File: src/rtl/mem_arbiter.sv
// Two-requester round-robin arbiter for the 64x32 data memory, with a
// sequencer that sweeps zeros through the whole array on init_start.
module mem_arbiter (
  input  logic             clk,
  input  logic             reset,
  input  logic [1:0]       req_valid,
  input  logic [1:0]       req_we,
  input  logic [1:0][5:0]  req_addr,
  input  logic [1:0][31:0] req_wdata,
  output logic [1:0]       req_ready,
  output logic [1:0]       resp_valid,
  output logic [31:0]      resp_rdata,
  input  logic             init_start,
  output logic             init_busy,
  output logic             mem_w_en,
  output logic [5:0]       mem_addr,
  output logic [31:0]      mem_w_data,
  input  logic [31:0]      mem_r_data
);

  typedef enum logic {IDLE, CLEAR} state_t;

  state_t      state_q, state_d;
  logic [5:0]  cnt_q, cnt_d;
  logic        last_grant_q, last_grant_d;
  logic [1:0]  resp_valid_q, resp_valid_d;
  logic [31:0] resp_rdata_q, resp_rdata_d;

  logic        gnt;
  logic        accept;

  always_comb begin
    // Tie goes to whoever did not win last; otherwise the lone requester.
    if (&req_valid) gnt = ~last_grant_q;
    else            gnt = ~req_valid[0];

    accept       = (state_q == IDLE) && !init_start && (|req_valid);
    req_ready    = 2'b00;
    if (accept) req_ready[gnt] = 1'b1;

    mem_w_en     = 1'b0;
    mem_addr     = 6'd0;
    mem_w_data   = 32'd0;
    state_d      = state_q;
    cnt_d        = cnt_q;
    last_grant_d = last_grant_q;
    resp_valid_d = 2'b00;
    resp_rdata_d = resp_rdata_q;

    case (state_q)
      IDLE: begin
        if (init_start) begin
          state_d = CLEAR;
          cnt_d   = 6'd0;
        end else if (accept) begin
          mem_w_en             = req_we[gnt];
          mem_addr             = req_addr[gnt];
          mem_w_data           = req_we[gnt] ? req_wdata[gnt] : 32'd0;
          last_grant_d         = gnt;
          resp_valid_d[gnt]    = 1'b1;
          if (!req_we[gnt]) resp_rdata_d = mem_r_data;
        end
      end
      CLEAR: begin
        mem_w_en   = 1'b1;
        mem_addr   = cnt_q;
        mem_w_data = 32'd0;
        // Counter wraps 63->0 on exit so the next sweep starts at 0.
        cnt_d      = cnt_q + 6'd1;
        if (cnt_q == 6'd63) state_d = IDLE;
      end
      default: state_d = IDLE;
    endcase
  end

  always_ff @(posedge clk) begin
    if (reset) begin
      state_q      <= IDLE;
      cnt_q        <= 6'd0;
      last_grant_q <= 1'b1;
      resp_valid_q <= 2'b00;
      resp_rdata_q <= 32'd0;
    end else begin
      state_q      <= state_d;
      cnt_q        <= cnt_d;
      last_grant_q <= last_grant_d;
      resp_valid_q <= resp_valid_d;
      resp_rdata_q <= resp_rdata_d;
    end
  end

  assign resp_valid = resp_valid_q;
  assign resp_rdata = resp_rdata_q;
  assign init_busy  = (state_q == CLEAR);

endmodule

File: config.mk
export PLATFORM = sky130hd
export DESIGN_NAME = mem_arbiter
export DESIGN_NICKNAME = d
export VERILOG_FILES = /design/src/rtl/mem_arbiter.sv
export SDC_FILE = /design/constraint.sdc
export NUM_CORES = 1
export LEC_CHECK = 0
export CORE_MARGIN = 2
export CORE_UTILIZATION = 36
export CTS_CLUSTER_SIZE = 20
export DETAILED_ROUTE_END_ITERATION = 12
export PLACE_DENSITY = 0.86
export SYNTH_ARGS = -nofsm -noshare
export SYNTH_HDL_FRONTEND = slang
export SYNTH_SLANG_ARGS = --single-unit
File: constraint.sdc
create_clock -name clk -period 3.4 [get_ports clk]
set_input_delay 0.68 -clock clk [delete_from_list [all_inputs] [get_ports clk]]
set_output_delay 0.68 -clock clk [all_outputs]
set_load 0.1 [all_outputs]
# After elaboration in Yosys (flattened, before gate mapping)
# Cells that the tools add are included.
op_classes:
  bitwise_logic: 5
  addsub: 1
  mux: 25
  n_reduce_logical: 9
  order_cmp: 2
  n_eq_ne: 2
op_table:
  columns: ["operator", "n"]
  rows:
  - ["2-to-1 mux 32 bit", 5]
  - ["one-hot mux 32 bit (2 select lines)", 1]
  - ["2-to-1 mux 6 bit", 5]
  - ["one-hot mux 6 bit (2 select lines)", 2]
  - ["2-to-1 mux 1 bit", 8]
  - ["adder 6 x 1 -> 6 bit (second input constant)", 1]
  - ["equality test 6 bit (second input constant)", 1]
  - ["inverter 1 bit", 5]
  - ["one-hot mux 1 bit (2 select lines)", 2]
  - ["AND reduction 4 bit", 1]
  - ["logical AND 1 bit", 3]
  - ["AND reduction 3 bit", 1]
  - ["OR reduction 3 bit", 1]
  - ["< comparator 1 x 2 -> 1 bit (second input constant)", 1]
  - ["2-to-1 mux 2 bit", 1]
  - ["!= test 2 bit (second input constant)", 1]
  - ["AND reduction 2 bit", 1]
  - ["OR reduction 2 bit", 1]
  - ["demux 1 bit (select 1 bit)", 1]
  - ["greater-or-equal comparator 1 bit (second input constant)", 1]
  - ["zero test 1 bit", 1]
word_totals:
  output_inout_bits: 76
  elab_cells: 49
  in_bits: 115
  reg_bits: 42

# Logic depth before layout (Yosys ltp)
# Gate-level depths: netlist of run 1.
depth:
  ltp_word: 8
  depth_mapped: 6
  depth_no_buf: 5

# Least setup slack after synthesis of run 1
# No wires, ideal clock.
synth_path:
  path_kind: "register to output"
  startpoint: "reg state_q, in the netlist init_busy"
  endpoint: "out mem_addr[4]"
  t_required_ns: 2.720
  path_stages_with_launch: 4
  n_path_buf: 1
  arrival_time_ns: 4.174
  slack_ns: -1.454
  path_cell_list: "dfxtp_1 > clkbuf_1 > nor3_1 > a221o_1"
synth_between:
  elab_chain_cells: 6
synth_lines:
  columns: ["item", "line_no", "rtl"]
  rows:
  - ["start: declaration", "23", "state_t state_q, state_d;"]
  - ["start signal: assignment", "84", "state_q <= state_d;"]
  - ["inverter 1 bit (no line)", null, null]
  - ["logical AND 1 bit (2 in a row)", "37", "accept = (state_q == IDLE) && !init_start && (|req_valid);"]
  - ["2-to-1 mux 6 bit", "55", "end else if (accept) begin"]
  - ["2-to-1 mux 6 bit", "52", "if (init_start) begin"]
  - ["one-hot mux 6 bit (2 select lines) (*)", "50", "case (state_q)"]
  - ["end: declaration", "16", "output logic [5:0] mem_addr,"]
# Every way passes the cells marked *; elsewhere a longest branch is shown, timed or not.

# Worst setup path in the final report of run 1
layout_path:
  startpoint: "in init_start"
  endpoint: "out mem_w_data[30]"
layout_between:
  elab_chain_cells: 6
layout_lines:
  columns: ["item", "line_no", "rtl"]
  rows:
  - ["start: declaration", "13", "input logic init_start,"]
  - ["zero test 1 bit", "37", null]
  - ["logical AND 1 bit (2 in a row)", "37", null]
  - ["2-to-1 mux 32 bit", "55", null]
  - ["2-to-1 mux 32 bit (*)", "52", null]
  - ["one-hot mux 32 bit (2 select lines) (*)", "50", null]
  - ["end: declaration", "17", "output logic [31:0] mem_w_data,"]
# Marks and branches as above.

==> results of run 1 <==
-- cell families after synthesis --
kind of cell / synth area share (%)
simple gates: 34.3
flops: 34.3
mux: 13.9
buf+inv: 5.10
fa+ha+maj: 0.510
compound gates: 11.9
-- worst paths after layout --
path,from,to,slack (ps),depth (start not counted)
worst max register to register,init_busy$_SDFF_PP0_,resp_rdata[2]$_SDFFE_PP0P_,1610,5
worst min-delay path,resp_rdata[16]$_SDFFE_PP0P_,resp_rdata[16]$_SDFFE_PP0P_,480,2
worst max-delay path,init_start,mem_w_data[30],190,7
worst min register to register,resp_rdata[16]$_SDFFE_PP0P_,resp_rdata[16]$_SDFFE_PP0P_,480,2
-- layer usage --
layer  global-route usage (%)  wire (µm)
met5                        0          0
met2                     39.8       4290
met4                     8.10        255
met3                     6.95        901
met1                     24.5       3210
-- flip-flops by register name, indices dropped and copies added, names as in the netlist --
name          flops
resp_rdata       32
cnt_q             6
resp_valid        2
init_busy         1
last_grant_q      1
-- metrics by stage --
stage	cells	TNS, ps	area (µm²)
after floorplan	317	-7250	2470
after global placement	573	0	4850
after global routing	579	0	4930
after detailed placement	573	0	4850
final	579	0	4930
after CTS	579	0	4930
-- critical path, stage by stage --
cell and delay, ps:
clkdlybuf4s50_1 430, nor2_1 210, o21ai_1 210, o21bai_2 240
buf_4 240, a21oi_1 280, buf_12 220
-- synth_stat cells, drive strengths merged (4+ instances only) --
cell     n  area [µm²]
clkbuf  18        67.6
nor2b    4        25.0
nand2   74         278
dfxtp   42         841
o21ai    5        25.0
and3     5        36.3
a32oi    4        35.0
nor2     4        15.0
mux2i   33         330
buf      7        53.8
a21oi   36         180
nand2b  66         413
-- area by class of cell --
type                            count  area share [%]
Timing Repair Buffer              201            48.7
Multi-Input combinational cell    249            30.5
Inverter                            1          0.0761
Sequential cell                    42            17.0
Tap cell                           80            2.03
Clock buffer                        6            1.67
-- power by group through the flow --
stage,clock [mW],combinational [mW],sequential (mW)
detailed placement,0,0.724,0.538
global placement,0,0.715,0.536
finish,0.316,0.724,0.526
floorplan,0,0.283,0.678
global route,0.345,0.755,0.529
CTS,0.329,0.727,0.526
==> key figures, run 1 <==
Clocking
  – Max H-tree Level: 2
  – Post-CTS sizing: 0
  – TritonCTS Buffers: 5
  – CTS Sinks: 42
  – Postcts setup bufs: 0
  – Root Buffer: clkbuf_8
  – Deepest clock path buffer count: 2
  – Reg clk slew, reported paths: 70 ps
  – # hold bufs at CTS: 0
  – CTS tree: yes
  – Clk_lat worst skew: 290 ps

Floorplanning
  – Starting Density: 36.7%
  – IO Pins: 191
  – Full die area: 7500 µm²
  – Die width: 86.6 µm
  – # rows: 30
  – Die Ht: 86.6 µm
  – Core ar.: 6680 µm²

Routing
  – ANT nets after route: 0
  – DRT iter0 DRCs: 79
  – Routed WL: 8660 µm
  – Post-DR vias/cell: 5.02
  – Drt drc: 0
  – DR WL/cell: 15.0 µm
  – Drt pass-1 iters: 6
  – Vias: 2,906

Synthesis
  – Mapped Cells: 317
  – Fraction of registers with async set or reset after synthesis: 0%
  – Main synth FF type: dfxtp_1
  – Synth Net Count: 433
  – Yosys warnings: 0
  – Mapped cell area: 2450 µm²
  – Sequential-to-total area share from yosys stat: 34.3%
  – Syn avg cell area: 7.74 µm²
  – FF+latch count, synth: 42
  – Yosys cell types: 30
  – Post-synth EDFFs: 0

Layout
  – Area Overhead vs Synth: 101%
  – Post-layout utilization of the core: 73.8%
  – Reg area: 841 µm²
  – Footprint of the multi-input gates: 1500 µm²
  – Fill count: 472
  – N_diodes: 0
  – Share of layout cells above drive strength 1: 14.8%
  – Most common cell after layout, fill and taps aside: clkdlybuf4s50_1
  – Nets: 616
  – Most frequent cells in the layout: clkdlybuf4s50_1, nand2_1, nand2b_1, buf_12, dfxtp_1

Pwr
  – Sequential power share: 33.6%
  – Power, Total: 1.57 mW
  – Pint: 0.960 mW
  – Net switching fraction of the power: 38.7%
  – Peak supply drop: 0.323 mV
  – Sw Pwr: 0.607 mW
  – Clk network pwr share: 20.2%
  – Pwr Density: 318 nW/µm²
  – Leakage power: 1.93 nW
  – Combinational share of power: 46.2%

Flow run
  – Max cap viols: 0

Setup path
  – WP data required: 2720 ps
  – Crit path launch type: input port
  – Data arrival, critical path: 2530 ps
  – Crit Path Class: in -> out
  – Largest fanout on the critical path: 33
  – CP Capture Type: output pin

STA
  – Hold_ws: 476 ps
  – Slew headroom: 32.8%
  – Fin crit period: 3210 ps
  – Post-route clock period utilization: 94.5%
  – Setup ws final: 188 ps
  – Final setup fails: 0
  – Fin. max-slew vios: 0
  – Worst Tran Pin Value: 1010 ps
  – Number of hold violations in the final report: 0
  – Max Freq: 0.311 GHz
  – Setup Skew: 6.18 ps
  – RSZ-0062 raised after global routing: no

Placement
  – Dpl ws: 225 ps
  – Port Buffer Count: 190
  – Routability cong.: 0.789
  – DP Wirelength: 6710 µm

Outcome
  – Status: finished clean

GRT
  – Vias in the first global route: 2,866
  – Gr ovfl total: 0
  – Total global routing track utilization: 22.2%
  – Global-route wire length before repair: 13,600 µm
  – Largest net degree at the start of global routing: 37
  – Initial antenna violation count: 0

Hold path
  – Worst min path class: reg -> reg
Power figures use the tool's default switching activity.
==> inputs of run 2 (changes only) <==
--- a/config.mk
+++ b/config.mk
@@ -5,11 +5,14 @@
 export SDC_FILE = /design/constraint.sdc
 export NUM_CORES = 1
 export LEC_CHECK = 0
+export CELL_PAD_IN_SITES_DETAIL_PLACEMENT = 1
+export CELL_PAD_IN_SITES_GLOBAL_PLACEMENT = 1
 export CORE_MARGIN = 2
-export CORE_UTILIZATION = 36
+export CORE_UTILIZATION = 24
 export CTS_CLUSTER_SIZE = 20
 export DETAILED_ROUTE_END_ITERATION = 12
-export PLACE_DENSITY = 0.86
+export GPL_ROUTABILITY_DRIVEN = 1
+export PLACE_DENSITY_LB_ADDON = 0.1
 export SYNTH_ARGS = -nofsm -noshare
 export SYNTH_HDL_FRONTEND = slang
 export SYNTH_SLANG_ARGS = --single-unit
==> run 2 against run 1 <==
Cell area grew 0.68%. Non-clock buffer count shrank 3. Largest cell class unchanged. Clock power increased by 9.8%. Setup slack improved by 63 ps. Cell count up 9.0%. Largest power group unchanged. First-iteration DRC count fell by 1.3%. Core utilization down 23 points. Register-to-register slack improved by 100 ps.
==> key figures, run 2 (synthesized netlist as in run 1, its figures left out) <==
STA
  – Post-route clock period utilization: 92.6%
  – Max Freq: 0.318 GHz
  – Final setup fails: 0
  – Fin. max-slew vios: 0
  – RSZ-0062 raised after global routing: no
  – Slew headroom: 34.5%
  – Setup ws final: 251 ps
  – Hold_ws: 475 ps
  – Worst Tran Pin Value: 979 ps
  – Fin crit period: 3150 ps
  – Number of hold violations in the final report: 0
  – Setup Skew: 6.64 ps

GRT
  – Largest net degree at the start of global routing: 75
  – Global-route wire length before repair: 15,700 µm
  – Total global routing track utilization: 17.5%
  – Gr ovfl total: 0
  – Vias in the first global route: 3,022
  – Initial antenna violation count: 0

Pwr
  – Peak supply drop: 0.242 mV
  – Power, Total: 1.59 mW
  – Leakage power: 1.92 nW
  – Pwr Density: 320 nW/µm²

Layout
  – Most common cell after layout, fill and taps aside: clkdlybuf4s50_1
  – Fill count: 1,128
  – Most frequent cells in the layout: clkdlybuf4s50_1, nand2_1, nand2b_1, buf_12, dfxtp_1
  – Area Overhead vs Synth: 102%
  – Nets: 613
  – Post-layout utilization of the core: 50.4%
  – N_diodes: 0
  – Finished Cell Area: 4970 µm²
  – Max reg flops: 32
  – Share of layout cells above drive strength 1: 15.3%

Clocking
  – # hold bufs at CTS: 0
  – Reg clk slew, reported paths: 80 ps
  – Deepest clock path buffer count: 2
  – Clk_lat worst skew: 300 ps
  – Post-CTS sizing: 0
  – CTS tree: yes
  – Postcts setup bufs: 0
  – TritonCTS Buffers: 5
  – Max H-tree Level: 2
  – Root Buffer: clkbuf_8
  – CTS Sinks: 42

Floorplanning
  – # rows: 36
  – Die Ht: 105 µm
  – IO Pins: 191
  – Core ar.: 9860 µm²
  – Die width: 105 µm
  – Starting Density: 24.9%
  – Full die area: 11,100 µm²

Setup path
  – CP Capture Type: output pin
  – Largest fanout on the critical path: 33
  – Data arrival, critical path: 2470 ps
  – FF-to-FF setup slack: 1710 ps
  – Crit Path Class: in -> out
  – Crit path launch type: input port
  – WP data required: 2720 ps

Routing
  – DR WL/cell: 15.5 µm
  – Post-DR vias/cell: 4.51
  – Routed WL: 9770 µm
  – Vias: 2,846
  – ANT nets after route: 0
  – Drt pass-1 iters: 4
  – DRT iter0 DRCs: 78
  – Drt drc: 0

Placement
  – DP Wirelength: 7700 µm
  – Port Buffer Count: 190
  – Dpl ws: 232 ps
  – Placement Cell Area: 4870 µm²
  – Routability cong.: 0.781

Flow run
  – Max cap viols: 0

Hold path
  – Worst min path class: reg -> reg

Outcome
  – Status: finished clean
[run 2: metrics by stage]
step	cells	setup TNS, ps
6_report	631	0
5_1_grt	631	0
4_1_cts	631	0
3_5_place_dp	623	0
3_3_place_gp	623	0
2_1_floorplan	317	-7250
[run 2: area by class of cell]
type / count / area, µm² / area share [%]
clock inverter: 2 / 12.5 / 0.252
clock buffer: 6 / 82.6 / 1.66
sequential: 42 / 841 / 16.9
inverter: 1 / 3.75 / 0.0756
tap: 133 / 166 / 3.35
multi-input combinational: 249 / 1500 / 30.3
timing repair buffer: 198 / 2360 / 47.5
[run 2: critical path, cell delays in order]
cell and delay, ps:
clkdlybuf4s50_1 500, nand2b_1 110, a21boi_1 340, o21bai_2 80, buf_4 250, a21oi_1 280, buf_12 220
[run 2: worst paths after layout]
kind	startpoint	to	cells after the start
max	req_valid[1]	mem_w_data[6]	7
min	resp_rdata[8]$_SDFFE_PP0P_	resp_rdata[8]$_SDFFE_PP0P_	2
max reg2reg	last_grant_q$_SDFFE_PP1P_	resp_rdata[23]$_SDFFE_PP0P_	5
min reg2reg	resp_rdata[8]$_SDFFE_PP0P_	resp_rdata[8]$_SDFFE_PP0P_	2
[run 2: power breakdown]
group          internal, mW  total, mW  switching [mW]  leakage [nW]
Combinational         0.285      0.718           0.434          1.53
Sequential            0.514      0.526          0.0120         0.342
Clock                 0.164      0.347           0.184        0.0472
[run 2: per-layer routing]
metal | track usage (%) | routed length (µm)
met1 | 19.7 | 3970
met2 | 31.0 | 4720
met3 | 6.18 | 881
met4 | 5.33 | 191
met5 | 0 | 0
==> inputs of run 3 (changes only) <==
--- a/config.mk
+++ b/config.mk
@@ -5,6 +5,7 @@
 export SDC_FILE = /design/constraint.sdc
 export NUM_CORES = 1
 export LEC_CHECK = 0
+export CAP_MARGIN = 25
 export CELL_PAD_IN_SITES_DETAIL_PLACEMENT = 1
 export CELL_PAD_IN_SITES_GLOBAL_PLACEMENT = 1
 export CORE_MARGIN = 2
@@ -12,6 +13,7 @@
 export CTS_CLUSTER_SIZE = 20
 export DETAILED_ROUTE_END_ITERATION = 12
 export GPL_ROUTABILITY_DRIVEN = 1
+export HOLD_SLACK_MARGIN = 0.06
 export PLACE_DENSITY_LB_ADDON = 0.1
 export SYNTH_ARGS = -nofsm -noshare
 export SYNTH_HDL_FRONTEND = slang
==> results of run 3 <==
The final DEF is identical to that of run 2; final timing and power are the same.
==> RTL change: new RTL, flow settings as in run 3 <==
Take the reset off `resp_rdata_q` and load it in a clocked block of its own.
--- a/src/rtl/mem_arbiter.sv
+++ b/src/rtl/mem_arbiter.sv
@@ -81,3 +81,2 @@
       resp_valid_q <= 2'b00;
-      resp_rdata_q <= 32'd0;
     end else begin
@@ -87,4 +86,7 @@
       resp_valid_q <= resp_valid_d;
-      resp_rdata_q <= resp_rdata_d;
     end
+  end
+
+  always_ff @(posedge clk) begin
+    resp_rdata_q <= resp_rdata_d;
   end
Formal check against the unedited RTL: not equivalent (a bounded check fails within 4 cycles, from zero or initial values and one cycle with reset high).
==> RTL change against run 3 <==
- power fell by 4.6%
- sequential cell count did not move
- worst setup slack improved by 58 ps
- utilization rose by 6.6 points
- final area fell by 11%
- synthesized area fell by 21%
- fmax rose by 1.9%
- routed wire length fell by 10%
- largest cell class unchanged
- largest power group unchanged
==> RTL change: results (changes against run 3) <==
* WL met2 at 5010 um (was 4720 um)
* DP Cell Count at 427 (was 623)
* DR vias/cell at 4.59 (was 4.51)
* First-pass GRT wire length at 12,500 um (was 15,700 um)
* Synth cell count leaders: 32 x a22o_1, 32 x edfxtp_1, 10 x dfxtp_1, 7 x a221o_1, 7 x buf_6 (was 74 x nand2_1, 66 x nand2b_1, 42 x dfxtp_1, 36 x a21oi_1, 33 x mux2i_1)
* Setup Skew at 13.0 ps (was 6.64 ps)
* Met1 global-route usage at 0.189 (was 0.197)
* Synthesized Nets at 255 (was 433)
* Routed length on met1 at 2870 um (was 3970 um)
* NetSw at 0.553 mW (was 0.629 mW)
* Fillers at 782 (was 1,128)
* Placer congestion estimate at 0.758 (was 0.781)
* Distinct cells, synth at 34 (was 30)
* Finished Layout Cells at 435 (was 631)
* Iter 0 DRT Violations at 45 (was 78)
* Fin worst setup slack at 309 ps (was 251 ps)
* Reg power frac at 0.380 (was 0.330)
* Hold Slack at 528 ps (was 475 ps)
* Critical Path Start: init_start (was req_valid[1])
* Synth-to-layout area growth at 128% (was 102%)
* Asr flop ratio synth at 0 (unchanged)
* Largest net degree at the start of global routing at 34 (was 75)
* Cells on Worst Hold Path at 1 (was 2)
* ANT cells at 0 (unchanged)
* Dpl cell area at 4330 sq um (was 4870 sq um)
* First-pass detailed-route iteration total at 4 (unchanged)
* Hold Startpoint: last_grant_q (was resp_rdata[8])
* Worst hold path type: flop to flop (unchanged)
* GR Layer Usage met3 at 0.0658 (was 0.0618)
* Logic power comb at 0.599 mW (was 0.718 mW)
* Layout cells sized above 1 at 0.246 (was 0.153)
* Met3 wire length at 772 um (was 881 um)
* CP Max Fanout at 32 (was 33)
* Measured slew at the worst slew-check pin at 1010 ps (was 979 ps)
* Grt met2 use at 0.380 (was 0.310)
* Critical Path Sink: mem_w_data[10] (was mem_w_data[6])
* Slowest Stage Delay on Critical Path at 480 ps (was 500 ps)
* Status: complete, no violations (unchanged)
* Antenna violations before repair at 0 (unchanged)
* Cell count of the worst reg-to-reg path at 4 (was 5)
* Top FF cell, synth: edfxtp_1 (was dfxtp_1)
* Sequential share of the synthesized area at 0.599 (was 0.343)
* LEAKAGE at 1.65 nW (was 1.92 nW)
* Worst reg2reg path endpoint: resp_rdata[17] (was resp_rdata[23])
* Area contributors post-synth: edfxtp_1 50%, a22o_1 14%, dfxtp_1 10% (was dfxtp_1 34%, nand2b_1 17%, mux2i_1 13%)
* # nets final at 448 (was 613)
* Yosys warning total at 0 (unchanged)
* Reg2Reg Setup Slack at 1620 ps (was 1710 ps)
* GRT Overall Usage at 0.193 (was 0.175)
* Hold Path Sink: last_grant_q (was resp_rdata[8])
* Peak VDD IR at 199 uV (was 242 uV)
* Mean post-synth cell area at 14.0 sq um (was 7.74 sq um)
* EDFF count, synth at 32 (was 0)
* Total power at 1.52 mW (was 1.59 mW)
* Setup WS pre-CTS at 299 ps (was 232 ps)
* Vias in the first global route at 2,033 (was 3,022)
* H-tree depth at 2 (unchanged)
* Drt total wl at 8770 um (was 9770 um)
-- RTL change: worst reg2reg max path, delay by kind of cell, from the launching register on --
kind / cells / cell delay [ps]
AOI/OAI and AO/OA: 1 / 330
and+or+nand+nor: 2 / 370
DFF: 1 / 360
buffers and inverters: 1 / 380
-- RTL change: area by class of cell --
cell class                      count  area, sq um  share of cell area
Tap cell                          102          128              0.0288
Multi-Input combinational cell     86          698               0.158
Clock buffer                        5         68.8              0.0155
Inverter                            2         7.51             0.00170
Clock inverter                      3         25.0             0.00565
Sequential cell                    42         1160               0.262
Timing Repair Buffer              195         2340               0.528
-- RTL change: logic make-up (layout without fill, tap and decap cells) --
logic type                 count (synthesis)  in the layout  share of synthesized area
and+or+nand+nor                           35             35                      0.122
adders and majority gates                  1              1                    0.00645
muxes                                      2              2                     0.0110
buffers and inverters                     11            205                     0.0490
DFF                                       42             42                      0.599
AOI/OAI and AO/OA                         48             48                      0.213
